--- src/rtl/sram_arbiter.sv ---
// Two-requester arbiter for the single frame-buffer SRAM port: read (VGA) side and
// write (renderer) side, read-priority with a write starvation limit.
//
//   state  | meaning
//   -------+---------------------------------------------------------------
//   S_IDLE | no transaction in flight; grant next request on this edge
//   S_WAIT | transaction issued to SRAM controller; waiting for sram_ready
module sram_arbiter #(
  parameter int addr_bus_size = 16,
  parameter int data_bus_size = 16,
  parameter int wr_max_wait   = 4
) (
  input  logic                     clk,
  input  logic                     reset,
  input  logic                     rd_start,
  input  logic [addr_bus_size-1:0] rd_addr,
  output logic [data_bus_size-1:0] rd_data,
  output logic                     rd_ready,
  input  logic                     wr_start,
  input  logic [addr_bus_size-1:0] wr_addr,
  input  logic [data_bus_size-1:0] wr_data,
  output logic                     wr_ready,
  output logic                     sram_start,
  output logic                     sram_rw,
  output logic [addr_bus_size-1:0] sram_addr,
  output logic [data_bus_size-1:0] sram_wdata,
  input  logic                     sram_ready,
  input  logic [data_bus_size-1:0] sram_rdata,
  output logic                     busy
);

  localparam int skip_w = $clog2(wr_max_wait + 1);
  localparam logic [skip_w-1:0] skip_max = skip_w'(wr_max_wait);

  typedef enum logic {S_IDLE, S_WAIT} state_t;

  state_t            state, state_n;
  logic              rd_pend, wr_pend;
  logic              rd_req, wr_req;
  logic              grant, grant_wr, grant_rd, done;
  logic [skip_w-1:0] skip_cnt;

  // A live start counts as a request in the same cycle, so a grant needs no extra edge.
  always_comb begin
    rd_req = rd_pend | ~rd_start;
    wr_req = wr_pend | ~wr_start;
  end

  always_ff @(posedge clk or posedge reset) begin
    if (reset) state <= S_IDLE;
    else       state <= state_n;
  end

  always_comb begin
    state_n = state;
    if (state == S_IDLE) begin
      if (rd_req | wr_req) state_n = S_WAIT;
    end else begin
      if (sram_ready) state_n = S_IDLE;
    end
  end

  always_comb begin
    grant    = 1'b0;
    grant_wr = 1'b0;
    done     = 1'b0;
    if (state == S_IDLE) begin
      grant    = rd_req | wr_req;
      grant_wr = wr_req & (~rd_req | (skip_cnt == skip_max));
    end else begin
      done = sram_ready;
    end
  end

  always_ff @(posedge clk or posedge reset) begin
    if (reset) begin
      rd_pend    <= 1'b0;
      wr_pend    <= 1'b0;
      skip_cnt   <= '0;
      grant_rd   <= 1'b1;
      sram_start <= 1'b1;
      sram_rw    <= 1'b1;
      sram_addr  <= '0;
      sram_wdata <= '0;
      rd_data    <= '0;
      rd_ready   <= 1'b0;
      wr_ready   <= 1'b0;
      busy       <= 1'b0;
    end else begin
      sram_start <= 1'b1;
      rd_ready   <= 1'b0;
      wr_ready   <= 1'b0;
      rd_pend    <= rd_req & ~(grant & ~grant_wr);
      wr_pend    <= wr_req & ~(grant & grant_wr);

      if (grant) begin
        sram_start <= 1'b0;
        sram_rw    <= ~grant_wr;
        sram_addr  <= grant_wr ? wr_addr : rd_addr;
        if (grant_wr) sram_wdata <= wr_data;
        grant_rd   <= ~grant_wr;
        busy       <= 1'b1;
        if (grant_wr | ~wr_req)
          skip_cnt <= '0;
        else if (skip_cnt != skip_max)
          skip_cnt <= skip_cnt + skip_w'(1);
      end else if (~wr_req) begin
        skip_cnt <= '0;
      end

      if (done) begin
        busy <= 1'b0;
        if (grant_rd) begin
          rd_data  <= sram_rdata;
          rd_ready <= 1'b1;
        end else begin
          wr_ready <= 1'b1;
        end
      end
    end
  end

endmodule

--- config.mk ---
export PLATFORM = sky130hd
export DESIGN_NAME = sram_arbiter
export DESIGN_NICKNAME = d
export VERILOG_FILES = /design/src/rtl/sram_arbiter.sv
export SDC_FILE = /design/constraint.sdc
export NUM_CORES = 1
export LEC_CHECK = 0
export ABC_CLOCK_PERIOD_IN_PS = 1800
export CAP_MARGIN = 20
export CORE_ASPECT_RATIO = 1.2
export CORE_MARGIN = 4
export CORE_UTILIZATION = 31
export CTS_CLUSTER_DIAMETER = 30
export DETAILED_ROUTE_END_ITERATION = 6
export PLACE_DENSITY = 0.67
export SETUP_SLACK_MARGIN = 0.05
export SLEW_MARGIN = 0
export SYNTH_ARGS = -nofsm -noshare
export SYNTH_HDL_FRONTEND = slang
export SYNTH_SLANG_ARGS = --single-unit
--- constraint.sdc ---
create_clock -name clk -period 1.8 [get_ports clk]
set_clock_uncertainty 0.05 [all_clocks]
set_input_delay 0.36 -clock clk [delete_from_list [all_inputs] [get_ports clk]]
set_output_delay 0.36 -clock clk [all_outputs]
set_load 0.03 [all_outputs]
# Word-level counts from Yosys, hierarchy flattened
# Cells that the tools add are included.
# totals
regBits,59
in_bits,69
out_inout_bits,53
# op_classes
n_addsub,1
eq_ne,4
mux,18
bitwise,17
n_reduce_logical,4
# ops
op,count
$mux W16,1
$mux W1,13
$mux W3,4
$not A1 Y1,7
$reduce_and A2 Y1,3
$and A1 B1 Y1,5
$or A1 B1 Y1,5
$add A3 B1 Y3 const B,1
$eq A3 B3 Y1 const B,1
$ne A3 B1 Y1 const B,1
$ne A3 B3 Y1 const B,1
$ne A2 B1 Y1 const B,1
$reduce_bool A2 Y1,1

# Depth between registers and ports, before layout
# logic_depth
depth_word,10
ltp_mapped,7
ltp_nobuf,6

# Least setup slack after synthesis
# Ideal clock, no wire load.
# synth_timing
kind,register -> register
startpoint,reg skip_cnt[0]
endpoint,reg sram_wdata[10]
setup_ns,0.125
t_arrival_ns,1.603
slack_ns,0.022
stages_incl_launch_ff,7
n_path_buf,1
period_less_slack_ns,1.778
cell_sequence,dfrtp_1 -> inv_1 -> ha_1 -> nand2_2 -> a211oi_4 -> buf_6 -> mux2_2
# synth_between
elab_chain_cells,5
# synth_lines
item,line,source
"start, declared",41,logic [skip_w-1:0] skip_cnt;
"start signal, assigned",106,skip_cnt <= skip_cnt + skip_w'(1);
$eq A3 B3 Y1,69,grant_wr = wr_req & (~rd_req | (skip_cnt == skip_max));
$or A1 B1 Y1,69,
$and A1 B1 Y1,69,
$mux W1,67,if (state == S_IDLE) begin
$reduce_and A2 Y1 (no source line),-,
"end signal, assigned",100,if (grant_wr) sram_wdata <= wr_data;
"end, declared",26,"output logic [data_bus_size-1:0] sram_wdata,"
# No other way between the ends.
# A chain may end at the register's enable or synchronous reset.

# Worst setup path in the final report
# layout_timing
startpoint,reg skip_cnt[0]
endpoint,reg sram_wdata[8]
# The elaborated chain is that of the path after synthesis.

==> impl_results.md <==
- Final Util: 55.0%
- Drt wl/cell: 14.6 um
- CTS Hold Bufs: 0
- Netlist cell types: 25
- Pre-CTS setup slack: -0.253 ns
- CTS tree: done
- Power Dens Cells: 1830 nW/um^2
- Largest net degree at the start of global routing: 60
- Clock-pin slew on the worst setup and hold paths: around 0.07 ns
- Register area share after synthesis: 59.2%
- Hold Fails Final Rpt: 0
- Vias in the first global route: 1972
- Max Root-Sink Buffers: 2
- Clock sink total: between 50 and 60
- Die span in y: 106 um
- Initial Utilization: 32.3%
- Initial drt markers: 27
- Net Count, Synth: 256
- Mean post-synth cell area: 13.5 sq um
- Post-Syn Instances: 185
- Share of cells above drive strength 1: 30.3%
- Required time of the worst setup path: around 2 ns
- Setup TNS Final: 0 ns
- Core region area: 7750 sq um
- Inserted Clock Buffers: 9
- Detailed Place HPWL: between 4 and 5 mm
- Antenna Cells: 0
- Slew headroom: 75.1%
- Mapped cell area: 2500 sq um
- Tightest Pin Transition: 0.374 ns
- Max Freq: 558 MHz
- Insertion delay to the later sink of the worst-skew pair: 0.33 ns
- First-pass GRT wire length: 9.76 mm
- Yosys warning count: 0
- Final setup viols: 0
- Pre-antenna DRT Iters: 4
- DRC Markers: 0
- Final min period: ~1.8 ns
- Vias per cell: 4.55
- H-tree depth: 3
- Final wirelength: between 6 and 7 mm
- Detailed-route via count: 1908
- Die X: ~90 um
- Standby leakage power: 0.00181 uW
- Slew Viols, Final: 0
- Crit share post-route: around 100%
- Area grow syn2layout: 70.4%
- # nets final: 393
- WS Path Type: flip-flop to flip-flop
- Crit Path Max Fanout: 11
- Unrepaired setup endpoints after global routing: true
- Max cap viols: 0
- WP data arrival: 1.96 ns
- Startpoint types: flip-flop
- Total grt overflow: 0
- Status: finished, final reports clean
- IO Pins: 122
- Hold Crit Class: input port to async pin
- Max IR drop VDD: 0.692 mV
- Number of port buffers: ~120
- Final worst slack: 0.00648 ns
- Gr usage total: between 10% and 20%
- Post-route ant nets: 0
- Row Count: 35
- Root buf cell: clkbuf_8
- Placer Congestion: between 0.7 and 0.8
- Worst setup EP type: flip-flop
- #FFs+latches synth: ~60
- Initial antenna violation count: 0
- DIE AREA: 9570 sq um
## flip-flops by register name (all words and copies together) (netlist names)
name,count
state,1
grant_rd,1
skip_cnt,3
rd_ready,1
rd_data,16
wr_pend,1
sram_start,1
sram_addr,16
wr_ready,1
rd_pend,1
busy,1
sram_wdata,16
## per-layer routing
metal / GRT usage, % / vias up / wire length (um) / part of all wire (%)
met3: 5.52 / 10 / 507 / 8.3
met4: 4.92 / 0 / 79 / 1.3
met2: 21.3 / 85 / 2980 / 49
met5: 0 / - / 0 / 0
met1: 14.7 / 904 / 2540 / 42
li1: - / 909 / - / -
## worst paths after layout
path	start	end	slack [ns]	cells after the start
min	reset	sram_wdata[5]	0.42	3
max in group asynchronous	reset	sram_start	0.99	3
max reg2reg	skip_cnt[0]	sram_wdata[8]	0.006	7
min reg2reg	busy	busy	0.43	2
max	skip_cnt[0]	sram_wdata[8]	0.006	7
min in group clk	busy	busy	0.43	2
## synthesized netlist by cell type
library cell	n	area share (%)
and2_1	1	0.25
dfrtp_1	57	57
dfstp_2	2	2.1
inv_1	6	0.90
nand3_1	2	0.40
buf_2	4	0.80
mux2_2	31	14
nand3_2	1	0.40
clkbuf_1	1	0.15
a211oi_4	1	0.80
buf_8	2	1.2
nand2b_1	1	0.25
nor2_1	23	3.5
nand2_1	5	0.75
ha_1	2	1.0
a21oi_1	3	0.60
mux2_1	2	0.90
buf_6	2	0.90
nand2_2	1	0.25
mux2i_1	16	6.4
nor2b_1	1	0.25
a22oi_1	1	0.30
o21ai_0	2	0.40
a21oi_2	17	6.0
nor2b_4	1	0.55
## cells by family after synthesis
logic type	count (synthesis)	synth area share [%]
compound gates	24	8.06
simple gates	36	6.56
mux	49	21.3
buf+inv	15	3.95
flops	59	59.2
fa+ha+maj	2	1.00
## power breakdown
part | total [uW] | switching, uW | leakage (uW) | internal [uW]
sequential | 2310 | 318 | 0.000684 | 1990
combinational | 4300 | 2420 | 0.00103 | 1890
clock | 1180 | 510 | 0.0000991 | 670
total | 7800 | 3240 | 0.00181 | 4550
## cells in the final DEF, fill, tap and decap left out, types with 2 or more instances in the layout
cell type,Yosys,layout
clkbuf_8,0,10
mux2i_4,0,7
mux2i_2,0,5
o21ai_0,2,2
buf_4,0,5
clkinv_2,0,3
nand2_1,5,5
clkinvlp_4,0,2
dfstp_2,2,2
nand3_1,2,2
dlygate4sd2_1,0,52
dfrtp_1,57,57
a21oi_2,17,16
inv_2,0,2
mux2i_1,16,4
inv_1,6,3
mux2_2,31,25
buf_16,0,2
mux2_4,0,6
a21oi_1,3,3
clkdlybuf4s50_1,0,68
nor2_1,23,23
mux2_1,2,2
buf_12,0,4
## final cells by class
| type | instances | area, sq um |
|---|---|---|
| clock buffers | 11 | 141 |
| clock inverters | 5 | 52.6 |
| fillers | 696 | 3490 |
| inverters | 6 | 26.3 |
| multi-input cells | 111 | 1080 |
| flip-flops and latches | 59 | 1480 |
| well taps | 92 | 115 |
| repair buffers | 135 | 1370 |
## critical path, stage by stage (launching register included)
cell      delay, ns
dfrtp_1        0.41
inv_2          0.09
ha_4           0.15
nand2_4        0.06
a211oi_4       0.24
buf_6          0.20
buf_12         0.15
mux2_2         0.33
## metrics by stage
stage | hold WS (ns) | total power [uW] | cells | instance area (sq um)
6_report | 0.417 | 7800 | 419 | 4260
5_1_grt | 0.444 | 8270 | 419 | 4260
4_1_cts | 0.414 | 7680 | 418 | 4130
3_5_place_dp | 0.420 | 6660 | 397 | 3870
3_3_place_gp | 0.414 | 6590 | 397 | 3870
2_1_floorplan | 0.406 | 4930 | 185 | 2510
## repair_timing
item / CTS / global route
endpoints found under the setup margin: 85 / 27
resized for setup: 62 / 29
setup buffers: 3 / 1
pin swaps: 0 / 11
gates cloned: 2 / 1
Power figures use the tool's default switching activity.
